==> config.mk <==
export PLATFORM = sky130hd
export DESIGN_NAME = urv_dmem_wb_bridge
export DESIGN_NICKNAME = d
export VERILOG_FILES = /design/src/rtl/urv_dmem_wb_bridge.sv
export SDC_FILE = /design/constraint.sdc
export NUM_CORES = 1
export LEC_CHECK = 0
export CAP_MARGIN = 10
export CORE_MARGIN = 2
export CORE_UTILIZATION = 30
export CTS_CLUSTER_DIAMETER = 50
export CTS_CLUSTER_SIZE = 14
export DETAILED_ROUTE_END_ITERATION = 10
export DONT_BUFFER_PORTS = 1
export PLACE_DENSITY = 0.54
export REMOVE_ABC_BUFFERS = 1
export SYNTH_ARGS = -nofsm -noshare
export SYNTH_HDL_FRONTEND = slang
export SYNTH_SLANG_ARGS = --single-unit
==> constraint.sdc <==
create_clock -name clk_i -period 2.9 [get_ports clk_i]
set_clock_uncertainty 0.1 [all_clocks]
set_input_delay 0.58 -clock clk_i [delete_from_list [all_inputs] [get_ports clk_i]]
set_output_delay 0.58 -clock clk_i [all_outputs]
set_load 0.02 [all_outputs]
==> src/rtl/urv_dmem_wb_bridge.sv <==
// urv_dmem_wb_bridge
//   Responder for the uRV execute-stage data-memory port. It accepts one load
//   or store at a time and runs it as a single Wishbone classic master cycle.
//   Load data and one-cycle load/store completion pulses go back to writeback.
//   Every bus cycle is bounded by a timeout.
//
// Handshake: a request is taken on a clock edge where (dm_load_i | dm_store_i)
//   and dm_ready_o are both high. dm_ready_o is registered and is high exactly
//   while the bridge is idle. Execute holds its strobe through the stall, so
//   strobes seen while dm_ready_o is low are ignored. Completion is signalled
//   by exactly one dm_load_done_o or dm_store_done_o pulse. dm_bus_error_o
//   pulses in the same cycle when the transfer ended on err or on timeout.
//
// Ports
//   clk_i, rst_n_i     clock, synchronous active-low reset
//   dm_*_i             request from execute (address, store data, lane select,
//                      load and store strobes)
//   dm_ready_o         bridge idle, request can be accepted
//   dm_data_l_o        load data, valid with dm_load_done_o, held between loads
//   dm_*_done_o        one-cycle completion pulses
//   dm_bus_error_o     one-cycle error pulse (err or timeout)
//   wb_*               Wishbone classic master port (stb mirrors cyc)
//
// Parameter
//   TIMEOUT_CYCLES     number of stb cycles without ack/err before the cycle is
//                      forced to end with an error; 0 disables the timeout
module urv_dmem_wb_bridge #(
  parameter int unsigned TIMEOUT_CYCLES = 255
) (
  input  logic        clk_i,
  input  logic        rst_n_i,
  input  logic [31:0] dm_addr_i,
  input  logic [31:0] dm_data_s_i,
  input  logic [3:0]  dm_data_select_i,
  input  logic        dm_load_i,
  input  logic        dm_store_i,
  output logic        dm_ready_o,
  output logic [31:0] dm_data_l_o,
  output logic        dm_load_done_o,
  output logic        dm_store_done_o,
  output logic        dm_bus_error_o,
  output logic [31:0] wb_adr_o,
  output logic [31:0] wb_dat_o,
  output logic [3:0]  wb_sel_o,
  output logic        wb_we_o,
  output logic        wb_cyc_o,
  output logic        wb_stb_o,
  input  logic [31:0] wb_dat_i,
  input  logic        wb_ack_i,
  input  logic        wb_err_i
);

  localparam logic [0:0] S_IDLE = 1'b0;
  localparam logic [0:0] S_BUS  = 1'b1;

  // A zero timeout still needs a 1-bit counter to keep the declaration legal.
  localparam int unsigned CW = (TIMEOUT_CYCLES > 0) ? $clog2(TIMEOUT_CYCLES + 1) : 1;
  localparam logic [CW-1:0] TO_LAST = CW'(TIMEOUT_CYCLES - 1);

  logic [0:0]    state;
  logic [CW-1:0] to_cnt;
  logic          req;
  logic          timeout_hit;
  logic          term;

  assign req         = dm_load_i | dm_store_i;
  assign timeout_hit = (TIMEOUT_CYCLES != 0) && (to_cnt == TO_LAST);
  assign term        = wb_err_i | wb_ack_i | timeout_hit;
  assign wb_stb_o    = wb_cyc_o;

  always_ff @(posedge clk_i) begin
    if (!rst_n_i) begin
      state           <= S_IDLE;
      to_cnt          <= '0;
      dm_ready_o      <= 1'b0;
      dm_data_l_o     <= '0;
      dm_load_done_o  <= 1'b0;
      dm_store_done_o <= 1'b0;
      dm_bus_error_o  <= 1'b0;
      wb_adr_o        <= '0;
      wb_dat_o        <= '0;
      wb_sel_o        <= '0;
      wb_we_o         <= 1'b0;
      wb_cyc_o        <= 1'b0;
    end else begin
      dm_load_done_o  <= 1'b0;
      dm_store_done_o <= 1'b0;
      dm_bus_error_o  <= 1'b0;
      case (state)
        S_IDLE: begin
          if (req && dm_ready_o) begin
            // A store wins over a simultaneous load; the load is dropped.
            state      <= S_BUS;
            dm_ready_o <= 1'b0;
            wb_adr_o   <= {dm_addr_i[31:2], 2'b00};
            wb_dat_o   <= dm_data_s_i;
            wb_we_o    <= dm_store_i;
            wb_sel_o   <= dm_store_i ? dm_data_select_i : 4'b1111;
            wb_cyc_o   <= 1'b1;
            to_cnt     <= '0;
          end else begin
            dm_ready_o <= 1'b1;
          end
        end
        S_BUS: begin
          if (term) begin
            state      <= S_IDLE;
            dm_ready_o <= 1'b1;
            wb_cyc_o   <= 1'b0;
            wb_we_o    <= 1'b0;
            if (wb_we_o) dm_store_done_o <= 1'b1;
            else         dm_load_done_o  <= 1'b1;
            // err beats ack; without ack the only other cause is the timeout.
            if (wb_err_i || !wb_ack_i) begin
              dm_bus_error_o <= 1'b1;
              if (!wb_we_o) dm_data_l_o <= '0;
            end else if (!wb_we_o) begin
              dm_data_l_o <= wb_dat_i;
            end
          end else if (to_cnt != {CW{1'b1}}) begin
            to_cnt <= to_cnt + CW'(1);
          end
        end
        default: state <= S_IDLE;
      endcase
    end
  end

endmodule

# Word-level counts from Yosys, hierarchy flattened
# Index checks and enable logic that the tools add are counted.
# totals
ff_bits,113
in_bits,106
output_inout_bits,107
word_cells,54
# classes
n_addsub,1
n_eq_ne,6
mux,22
bitwise_logic,5
n_reduce_logical,8
# ops
cell,n
$mux 32,3
$mux 8,3
$pmux 8 s2,1
$mux 1,10
$reduce_and 3->1,3
$add 8x1->8 const B,1
$eq 8x8->1 const B,1
$ne 8x8->1 const B,1
$pmux 1 s2,4
$mux 4,1
$ne 2x1->1 const B,2
$ne 2x2->1 const B,2
$reduce_and 2->1,2
$or 1x1->1,3
$not 1->1,2
$logic_and 1x1->1,1
$logic_not 1->1,1
$logic_or 1x1->1,1

# Depth between registers and ports, before layout
# Gate-level depths: netlist (run 1).
# depth
ltp_word,4
mapped_depth,7

# Worst setup path after synthesis (run 1)
# OpenSTA, ideal clock, no wires.
# synth_path
kind,reg2reg
from,register to_cnt[0]
to,register to_cnt[6]
setup_ns,0.074
arrival_time_ns,1.510
t_required_ns,2.726
slack_ns,1.216
path_stages_with_launch,8
path_buffers,1
path_cell_list,dfxtp_1 > inv_1 > ha_1 > o211ai_1 > o21ai_2 > buf_6 > or3_1 > a31oi_1
# synth_between
elab_chain_len,4
elab_cells_between_ends,10
cone_classes,1 x add/sub; 4 x eq/ne; 3 x mux; 1 x bitwise; 1 x reduce/logical
# synth_rtl
element,line_no,source
from (decl),61,logic [CW-1:0] to_cnt;
from (signal assigned),121,to_cnt <= to_cnt + CW'(1);
$add 8x1->8 or $eq 8x8->1 (tied branches),"121, 67",
$mux 8 or $or 1x1->1 (tied branches),"120, 68",
$mux 8 or $ne 2x2->1 (tied branches),--,
$pmux 8 s2 or $reduce_and 3->1 (tied branches),--,
# Several ways; a longest one is shown, not always the timed one. The select of a mux whose other input is x is not followed.
# A chain may end at the register's enable or synchronous reset.

# Worst setup path after layout (run 1)
# layout_path
from,register state
to,register wb_dat_o[17]
# layout_between
elab_chain_len,2
# layout_rtl
element,line_no,source
from (decl),60,logic [0:0] state;
from (signal assigned),73,state <= S_IDLE;
from (signal assigned),93,state <= S_BUS;
from (signal assigned),107,state <= S_IDLE;
$not 1->1 (no line),--,
$reduce_and 2->1 (no line),--,
to (signal assigned),96,wb_dat_o <= dm_data_s_i;
to (decl),43,"output logic [31:0] wb_dat_o,"
# Every way passes these cells.

==> results of run 1 <==
## flip-flops by register name, summed over array words and instances, names as in the netlist
name / cells
wb_adr_o: 30
wb_sel_o: 4
wb_dat_o: 32
dm_bus_error_o: 1
dm_ready_o: 1
state: 1
to_cnt: 8
dm_data_l_o: 32
wb_we_o: 1
dm_store_done_o: 1
dm_load_done_o: 1
wb_cyc_o: 1
## per-layer routing
metal | track usage, % | vias up | wire length [µm]
met2 | 21.4 | 181 | 4370
met4 | 8.18 | 0 | 284
li1 | - | 1513 | -
met3 | 9.05 | 22 | 1460
met5 | 0 | - | 0
met1 | 14.6 | 1401 | 3840
## how the worst min path moves through the flow
stage	to	cells after the start	startpoint	slack (ps)
6_report	dm_data_l_o[12]	1	wb_dat_i[12]	200
5_1_grt	dm_data_l_o[20]	1	wb_dat_i[20]	180
4_1_cts	dm_data_l_o[5]	1	wb_dat_i[5]	180
3_5_place_dp	to_cnt[1]	2	to_cnt[1]	420
3_3_place_gp	to_cnt[1]	2	to_cnt[1]	410
2_1_floorplan	to_cnt[1]	2	to_cnt[1]	390
## logic make-up after synthesis
logic type / Yosys count
DFF: 113
AOI/OAI and AO/OA: 120
buffers and inverters: 38
other: 1
and+or+nand+nor: 173
adders and majority gates: 2
## power groups by stage
stage          Clock [mW]  Combinational [mW]  Sequential, mW
6_report             2.13               0.206            1.78
5_1_grt              2.27               0.236            1.79
4_1_cts              2.19               0.210            1.78
3_5_place_dp            0               0.211            1.81
3_3_place_gp            0               0.202            1.81
2_1_floorplan           0               0.150            1.79
## through the flow
step | TNS (ps) | std cells
after floorplan | -33840 | 413
after detailed placement | 0 | 595
after global routing | 0 | 627
after CTS | 0 | 626
after global placement | 0 | 595
final | 0 | 627
## synthesized netlist by cell type (all sizes together) (3+ instances only)
cell type,n
a21oi,66
a31oi,3
o21ai,6
nor2b,3
nand4,4
nor2,7
inv,3
and3,5
o22ai,4
or3,4
clkbuf,19
nand2,132
buf,16
nand3,10
dfxtp,113
nand3b,3
a22o,32
## critical path: cells and delay by family, from the launching register on
kind | cells | cell delay, ps
compound gates | 2 | 650
flops | 1 | 460
buf+inv | 1 | 270
simple gates | 2 | 450
## cell usage in the layout (no fill, tap or decap), drive strengths merged
cell type  netlist  layout
a21oi           66      66
a221oi           1       1
a22o            32      32
a31oi            3       3
and3             5       5
buf             16       6
bufinv           0       4
clkbuf          19      19
clkinv           0       6
clkinvlp         0       2
conb             1       2
dfxtp          113     113
diode            0       1
ha               2       2
inv              3       3
nand2          132     132
nand3           10      10
nand3b           3       3
nand4            4       4
nand4b           1       1
nor2             7       7
nor2b            3       3
nor3             2       2
nor3b            2       2
o211ai           2       2
o21a             2       2
o21ai            6       6
o22a             1       1
o22ai            4       4
o31a             1       1
o31ai            2       2
or3              4       4
## cell type report
cell class	count	area share (%)
clock buffers	19	9.37
well taps	176	4.66
flip-flops and latches	113	47.9
repair buffers	6	1.48
diodes	1	0.0530
inverters	3	0.238
clock inverters	12	3.49
multi-input cells	297	32.8
==> results by group, run 1 <==
Clock network
  – TritonCTS clock tree: built
  – Total clock sinks: 113
  – Post-CTS Setup Repair Bufs: 0
  – Root Driver: clkbuf_16
  – Clk slew on worst S/H paths: 50 ps
  – CTS max path bufs: 2
  – CTS Hold Bufs: 0
  – H-tree depth: 4
  – Cts repair resizes: 0
  – Clock Latency Late Sink: 400 ps
  – Num CTS Buffers: 17

Run
  – Max Cap Violations: 0

Logic synthesis
  – Seq/Total Area, Yosys: 56.9%
  – Adder-Cell Fraction of Synth Area: 0.630%
  – Mapped Area: 3970 µm²
  – Yosys warnings: 0
  – Syn Area/Cell: 8.89 µm²
  – Async SR Flop Fraction: 0%
  – Post-Synth Simple-Gate Area: 18.6%
  – Synth cell types: 35
  – Largest family of logic cells by synthesized area: compound AO/OA/AOI/OAI gates
  – Post-synthesis compound-gate area fraction: 19.3%
  – Post-synthesis mux area share: 0%
  – FF+latch count, synth: 113
  – Mapped Cells: 447
  – Top cell type's share of synthesized area: 56.9%
  – EDFF count, synth: 0
  – Xor/xnor cell area share of the yosys netlist: 0%
  – Synth Flop Type: dfxtp_1
  – Synth area leader: dfxtp_1
  – Synth area leaders: dfxtp_1, nand2_1, a21oi_1

Outcome
  – Status: finished clean

Setup path
  – Worst r2r path cells: 5
  – Cell Chain, Critical Path: nor2b_1 -> o21a_2 -> buf_12 -> nand2_1 -> a21oi_1
  – Worst EP arrival: 2270 ps
  – Crit Path Category: flip-flop to flip-flop
  – Crit path max fanout: 46
  – Critical Path Source: state
  – Crit path max-delay cell type: o21a_2
  – CP endpoint kind: flip-flop
  – Worst r2r src: state
  – R2R setup slack: 870 ps
  – Worst Path Required: 3140 ps
  – Worst Setup Start Kind: flip-flop
  – Capturing point of the worst reg2reg path: wb_dat_o[17]
  – CP Capture Point: wb_dat_o[17]
  – Crit-path max cell delay: 530 ps

Die
  – Boundary Pins: 213
  – Core Area: 13100 µm²
  – Die area: 14200 µm²
  – Starting density of the core: 30.4%
  – Die Ht: 119 µm
  – DIE WIDTH: 119 µm
  – # rows: 42

Power and ir drop
  – Switching pwr: 0.973 mW
  – Sw Ratio: 23.7%
  – Clock power share: 51.8%
  – Logic gate share of total power: 5.0%
  – Power consumption: 4.11 mW
  – P_int: 3.14 mW
  – Max VDD drop: 0.000329 V
  – Sequential power share: 43.2%
  – Pwr dens: 871 nW/µm²
  – Leakage: 1.72 nW

Finish
  – Sequential cell area: 2260 µm²
  – Post-layout util: 36.1%
  – Area taken by multi-input logic gates: 1550 µm²
  – Fin nets: 546
  – Fraction of layout cells with a size suffix above 1: 9.56%
  – Fin area: 4730 µm²
  – Layout fillers: 1306
  – Area grow syn2layout: 19.0%

Routing
  – Via density: 4.97
  – DRT antenna net count: 0
  – Drt drc: 0
  – Routed via count: 3117
  – DR WL/cell: 15.9 µm
  – Post-Route WL: 9.95 mm
  – DRT Pass-1 Iters: 5
  – Initial DRC count: 69

GRT
  – Total track usage: 14.1%
  – Vias in the first global route: 2955
  – GR Overflow Total: 0
  – First-pass GRT wire length: 15.4 mm
  – Largest net degree at the start of global routing: 62
  – Initial antenna violation count: 1

Timing
  – Hold_ws: 203 ps
  – Slew margin rel.: 65.7%
  – # setup viols final: 0
  – Slew Viols, Final: 0
  – Crit share post-route: 70.0%
  – Endpoints failing hold: 0
  – Worst Tran Pin Value: 514 ps
  – RSZ-0062 raised after global routing: false
  – Post-route minimum period: 2030 ps
  – Worst setup margin: 870 ps
  – Maximum clock frequency: 0.493 GHz

Placed design
  – DP HPWL: 6.92 mm
  – Count of input and output buffers: 0
  – Gp weighted congestion: 0.792
  – Area after DPL: 4120 µm²
  – Post-placement setup slack: 839 ps

Worst hold path
  – Worst min-delay path class: primary input to flip-flop
Note: power is estimated with default switching activity, not from simulation.
==> inputs of run 2 (changes only) <==
==> constraint.sdc (replaced) <==
create_clock -name clk_i -period 1.9 [get_ports clk_i]
set_clock_uncertainty 0.1 [all_clocks]
set_input_delay 0.38 -clock clk_i [delete_from_list [all_inputs] [get_ports clk_i]]
set_output_delay 0.38 -clock clk_i [all_outputs]
set_load 0.02 [all_outputs]
==> results by group, run 2 (synthesis gave the netlist of run 1 again) <==
Worst hold path
  – Hold Crit Start: dm_data_s_i[19]
  – Hold depth: 2
  – Hold Path Sink: wb_dat_o[19]
  – Worst min-delay path class: primary input to flip-flop

Die
  – Core Area: 13100 µm²
  – # rows: 42
  – Starting density of the core: 30.4%
  – Die Ht: 119 µm
  – Die area: 14200 µm²
  – DIE WIDTH: 119 µm
  – Boundary Pins: 213

Clock network
  – TritonCTS clock tree: built
  – Total clock sinks: 113
  – Num CTS Buffers: 17
  – Clock Latency Late Sink: 410 ps
  – H-tree depth: 4
  – Root Driver: clkbuf_16
  – Clk slew on worst S/H paths: 50 ps
  – CTS max path bufs: 2

Setup path
  – Worst Setup Start Kind: flip-flop
  – Crit path max-delay cell type: or3_1
  – Crit path buffers/inverters: 2
  – Worst Path Required: 2120 ps
  – Worst r2r src: to_cnt[0]
  – Cell Chain, Critical Path: inv_1 -> ha_1 -> o211ai_1 -> buf_4 -> o21ai_4 -> or3_1 -> a31oi_1
  – Capturing point of the worst reg2reg path: to_cnt[6]
  – R2R setup slack: 110 ps
  – Crit-path max cell delay: 380 ps
  – CP endpoint kind: flip-flop
  – Crit Path Category: flip-flop to flip-flop
  – Worst EP arrival: 2010 ps
  – Crit path max fanout: 11
  – Worst path top cell family by delay: compound AO/OA/AOI/OAI gates
  – Worst r2r path cells: 7

Routing
  – Via density: 4.87
  – Drt drc: 0
  – Post-Route WL: 11.2 mm
  – Initial DRC count: 114
  – DRT antenna net count: 0
  – DRT Pass-1 Iters: 6
  – DR WL/cell: 15.7 µm
  – Routed via count: 3481

Power and ir drop
  – Clock power share: 52.1%
  – Sw Ratio: 23.0%
  – Logic gate share of total power: 7.4%
  – P_int: 5.14 mW
  – Sequential power share: 40.5%
  – Leakage: 2.13 nW
  – Pwr dens: 1180 nW/µm²
  – Switching pwr: 1.53 mW
  – Max VDD drop: 0.000560 V

Finish
  – Most frequent cells in the layout: nand2_1, dfxtp_1, dlygate4sd3_1
  – Fraction of layout cells with a size suffix above 1: 9.85%
  – Area grow syn2layout: 42.9%
  – Leading cell type in the layout, fill and taps excluded: nand2_1
  – Layout Cells excl Fill: 715
  – Post-layout util: 43.4%
  – Fin nets: 633
  – Fin area: 5680 µm²
  – Largest regs: dm_data_l_o (32), wb_dat_o (32), wb_adr_o (30)

Timing
  – Crit share post-route: 94.2%
  – Endpoints failing hold: 0
  – Maximum clock frequency: 0.559 GHz
  – Hold_ws: 12.7 ps
  – Slew margin rel.: 63.6%
  – Post-route minimum period: 1790 ps
  – # setup viols final: 0
  – Slew Viols, Final: 0
  – Worst Tran Pin Value: 547 ps

Placed design
  – DP HPWL: 7.03 mm
  – Gp weighted congestion: 0.758
  – Count of input and output buffers: 0
  – Placed insts: 600
  – Area after DPL: 4190 µm²

Run
  – Max Cap Violations: 0

GRT
  – GR Layer Usage met2: 26.1%
  – Met3 Resource Use GR: 7.85%
  – Total track usage: 15.8%
  – Largest net degree at the start of global routing: 51
  – Initial antenna violation count: 0
  – M1 GR Usage: 16.8%
  – Gr busiest metal: met2
  – GR Overflow Total: 0
  – Vias in the first global route: 3450
  – First-pass GRT wire length: 17.7 mm

Outcome
  – Status: finished clean
## run 2: final cells by class
| type | instances | area, µm² |
|---|---|---|
| fill | 1230 | 7410 |
| sequential | 113 | 2260 |
| multi-input combinational | 297 | 1560 |
| timing repair buffer | 93 | 961 |
| clock buffer | 21 | 470 |
| tap | 176 | 220 |
| clock inverter | 11 | 183 |
| inverter | 3 | 11.3 |
| antenna | 1 | 2.50 |
## run 2: worst max-delay path by stage
stage | slack, ps | depth (start not counted) | to | start
final | 110 | 7 | to_cnt[6] | to_cnt[0]
after global routing | -2 | 7 | to_cnt[6] | to_cnt[0]
after CTS | 50 | 6 | to_cnt[5] | to_cnt[0]
after detailed placement | 70 | 6 | to_cnt[5] | to_cnt[0]
after global placement | 150 | 6 | to_cnt[5] | to_cnt[0]
after floorplan | -1510 | 3 | to_cnt[0] | dm_store_i
## run 2: per-stage QoR
step	TNS [ps]	total power, mW	worst slack [ps]
3_5_place_dp	0	3.11	70.8
4_1_cts	0	6.76	45.9
2_1_floorplan	-112500	2.96	-1510
5_1_grt	-1.78	6.95	-1.78
3_3_place_gp	0	3.10	152
6_report	0	6.68	111
## run 2: per-layer routing
layer / part of all wire (%) / wire (µm)
met1: 39 / 4390
met2: 47 / 5290
met3: 12 / 1300
met4: 2.0 / 227
met5: 0 / 0
## run 2: power groups by stage
stage / registers, mW / clock network (mW) / logic (mW)
after floorplan: 2.73 / 0 / 0.229
after global placement: 2.75 / 0 / 0.347
after detailed placement: 2.75 / 0 / 0.359
after CTS: 2.70 / 3.57 / 0.491
after global routing: 2.71 / 3.68 / 0.551
final: 2.70 / 3.48 / 0.495
## run 2: timing repair
action | 4_1_cts | 5_1_grt
endpoints found under the hold margin | 81 | 0
setup buffers | 0 | 2
resized for setup | 0 | 3
hold buffers | 80 | 0
setup endpoints to repair | 0 | 15
## run 2: worst register-to-register path, stage by stage (launching register included)
cell,delay (ps)
dfxtp_2,350
inv_1,70
ha_1,210
o211ai_1,180
buf_4,150
o21ai_4,100
or3_1,380
a31oi_1,160
==> inputs of run 3 (changes only) <==
==> constraint.sdc (replaced) <==
create_clock -name clk_i -period 2.3 [get_ports clk_i]
set_clock_uncertainty 0.1 [all_clocks]
set_input_delay 0.46 -clock clk_i [delete_from_list [all_inputs] [get_ports clk_i]]
set_output_delay 0.46 -clock clk_i [all_outputs]
set_load 0.02 [all_outputs]
==> results by group, run 3 (synthesis gave the netlist of run 1 again) <==
Finish
  – Most frequent cells in the layout: nand2_1, dfxtp_1, a21oi_1
  – Fin nets: 548
  – Leading cell type in the layout, fill and taps excluded: nand2_1
  – Layout fillers: 1335
  – Area taken by multi-input logic gates: 1550 µm²
  – Area grow syn2layout: 18.8%
  – Largest regs: dm_data_l_o (32), wb_dat_o (32), wb_adr_o (30)
  – Fin area: 4720 µm²
  – Fraction of layout cells with a size suffix above 1: 9.71%
  – Sequential cell area: 2260 µm²

Die
  – Boundary Pins: 213
  – Core Area: 13100 µm²
  – # rows: 42
  – Die Ht: 119 µm
  – Starting density of the core: 30.4%
  – DIE WIDTH: 119 µm
  – Die area: 14200 µm²

GRT
  – First-pass GRT wire length: 15.4 mm
  – Vias in the first global route: 2967
  – M1 GR Usage: 15.2%
  – GR Layer Usage met2: 21.1%
  – GR Overflow Total: 0
  – Largest net degree at the start of global routing: 49
  – Met3 Resource Use GR: 8.86%
  – Gr busiest metal: met2
  – Total track usage: 14.1%
  – Initial antenna violation count: 0

Timing
  – Worst Tran Pin Value: 714 ps
  – # setup viols final: 0
  – Crit share post-route: 80.9%
  – Post-route minimum period: 1860 ps
  – Maximum clock frequency: 0.537 GHz
  – Slew Viols, Final: 0
  – RSZ-0062 raised after global routing: false
  – Endpoints failing hold: 0
  – Slew margin rel.: 52.2%

Setup path
  – CP endpoint kind: flip-flop
  – Worst EP arrival: 2040 ps
  – Crit-path max cell delay: 390 ps
  – Crit path max fanout: 11
  – Crit path max-delay cell type: dfxtp_1
  – R2R setup slack: 440 ps
  – Worst Path Required: 2480 ps
  – Worst r2r path cells: 6
  – Worst r2r src: to_cnt[0]
  – Critical Path Source: to_cnt[0]
  – Cell Chain, Critical Path: inv_1 -> ha_1 -> o211ai_1 -> o21ai_2 -> and3_1 -> o31a_1
  – Crit Path Category: flip-flop to flip-flop
  – Worst Setup Start Kind: flip-flop

Routing
  – Via density: 4.97
  – Initial DRC count: 145
  – Drt drc: 0
  – Post-Route WL: 10.1 mm
  – DRT Pass-1 Iters: 4
  – DR WL/cell: 16.0 µm
  – Routed via count: 3132
  – DRT antenna net count: 0

Placed design
  – Gp weighted congestion: 0.809
  – Count of input and output buffers: 0
  – DP HPWL: 7.00 mm
  – Area after DPL: 4120 µm²

Power and ir drop
  – Max VDD drop: 0.000431 V
  – Leakage: 1.72 nW
  – Logic gate share of total power: 5.1%
  – Sequential power share: 43.6%
  – Pwr dens: 1090 nW/µm²
  – Sw Ratio: 24.1%
  – P_int: 3.89 mW
  – Clock power share: 51.2%
  – Power consumption: 5.13 mW
  – Switching pwr: 1.24 mW

Worst hold path
  – Worst min-delay path class: primary input to flip-flop
  – Hold depth: 2
  – Hold Crit Start: dm_data_s_i[19]

Run
  – Max Cap Violations: 0

Clock network
  – H-tree depth: 4
  – Root Driver: clkbuf_16
  – Num CTS Buffers: 17
  – Post-CTS Setup Repair Bufs: 0
  – Total clock sinks: 113
  – Clock Latency Late Sink: 410 ps
  – Clk slew on worst S/H paths: 50 ps
  – TritonCTS clock tree: built
  – CTS Hold Bufs: 0
  – Cts repair resizes: 0
  – CTS max path bufs: 2

Outcome
  – Status: finished clean
[run 3: cell types whose count changed in the layout (fill, tap and decap cells not counted), moves of 2 or more]
cell | previous run | this run
buf_12 | 5 | 1
clkbuf_1 | 1 | 3
dlygate4sd3_1 | 80 | 0
bufinv_16 | 5 | 3
[run 3: cell type report]
cell class / instances / share of cell area, %
clock buffers: 22 / 9.84
inverters: 3 / 0.239
multi-input cells: 297 / 32.9
flip-flops and latches: 113 / 47.9
clock inverters: 10 / 2.84
diodes: 1 / 0.0530
repair buffers: 8 / 1.54
well taps: 176 / 4.67
[run 3: worst paths after layout]
kind | to
worst max-delay path | to_cnt[5]
worst min register to register | to_cnt[1]
worst max register to register | to_cnt[5]
worst min-delay path | wb_dat_o[19]
[run 3: through the flow]
step	setup WS (ps)	hold WS [ps]	TNS, ps	util, %	cells
after floorplan	-1190	389	-77130	-	413
after global placement	489	409	0	31.5	597
after detailed placement	421	418	0	31.5	597
after CTS	421	51.4	0	36.0	629
after global routing	299	58.9	0	36.0	629
final	439	78.9	0	36.1	630
[run 3: power by group through the flow]
stage                     clock, mW  combinational (mW)  sequential, mW
final                          2.63               0.263            2.24
after global routing           2.79               0.302            2.25
after CTS                      2.71               0.267            2.24
after detailed placement          0               0.268            2.28
after global placement            0               0.256            2.28
after floorplan                   0               0.189            2.25
[run 3: worst max-delay path: cells and delay by family, from the launching register on]
| family | cells | cell delay [ps] |
|---|---|---|
| flip-flops | 1 | 390 |
| adder cells (fa/ha/maj) | 1 | 220 |
| buffers and inverters | 1 | 100 |
| AND/OR/NAND/NOR | 1 | 230 |
| AO/OA/AOI/OAI | 3 | 710 |
[run 3: metal layers]
metal  vias up  wire (µm)
li1       1516          -
met1      1427       3960
met2       177       4510
met3        12       1440
met4         0        169
met5         -          0
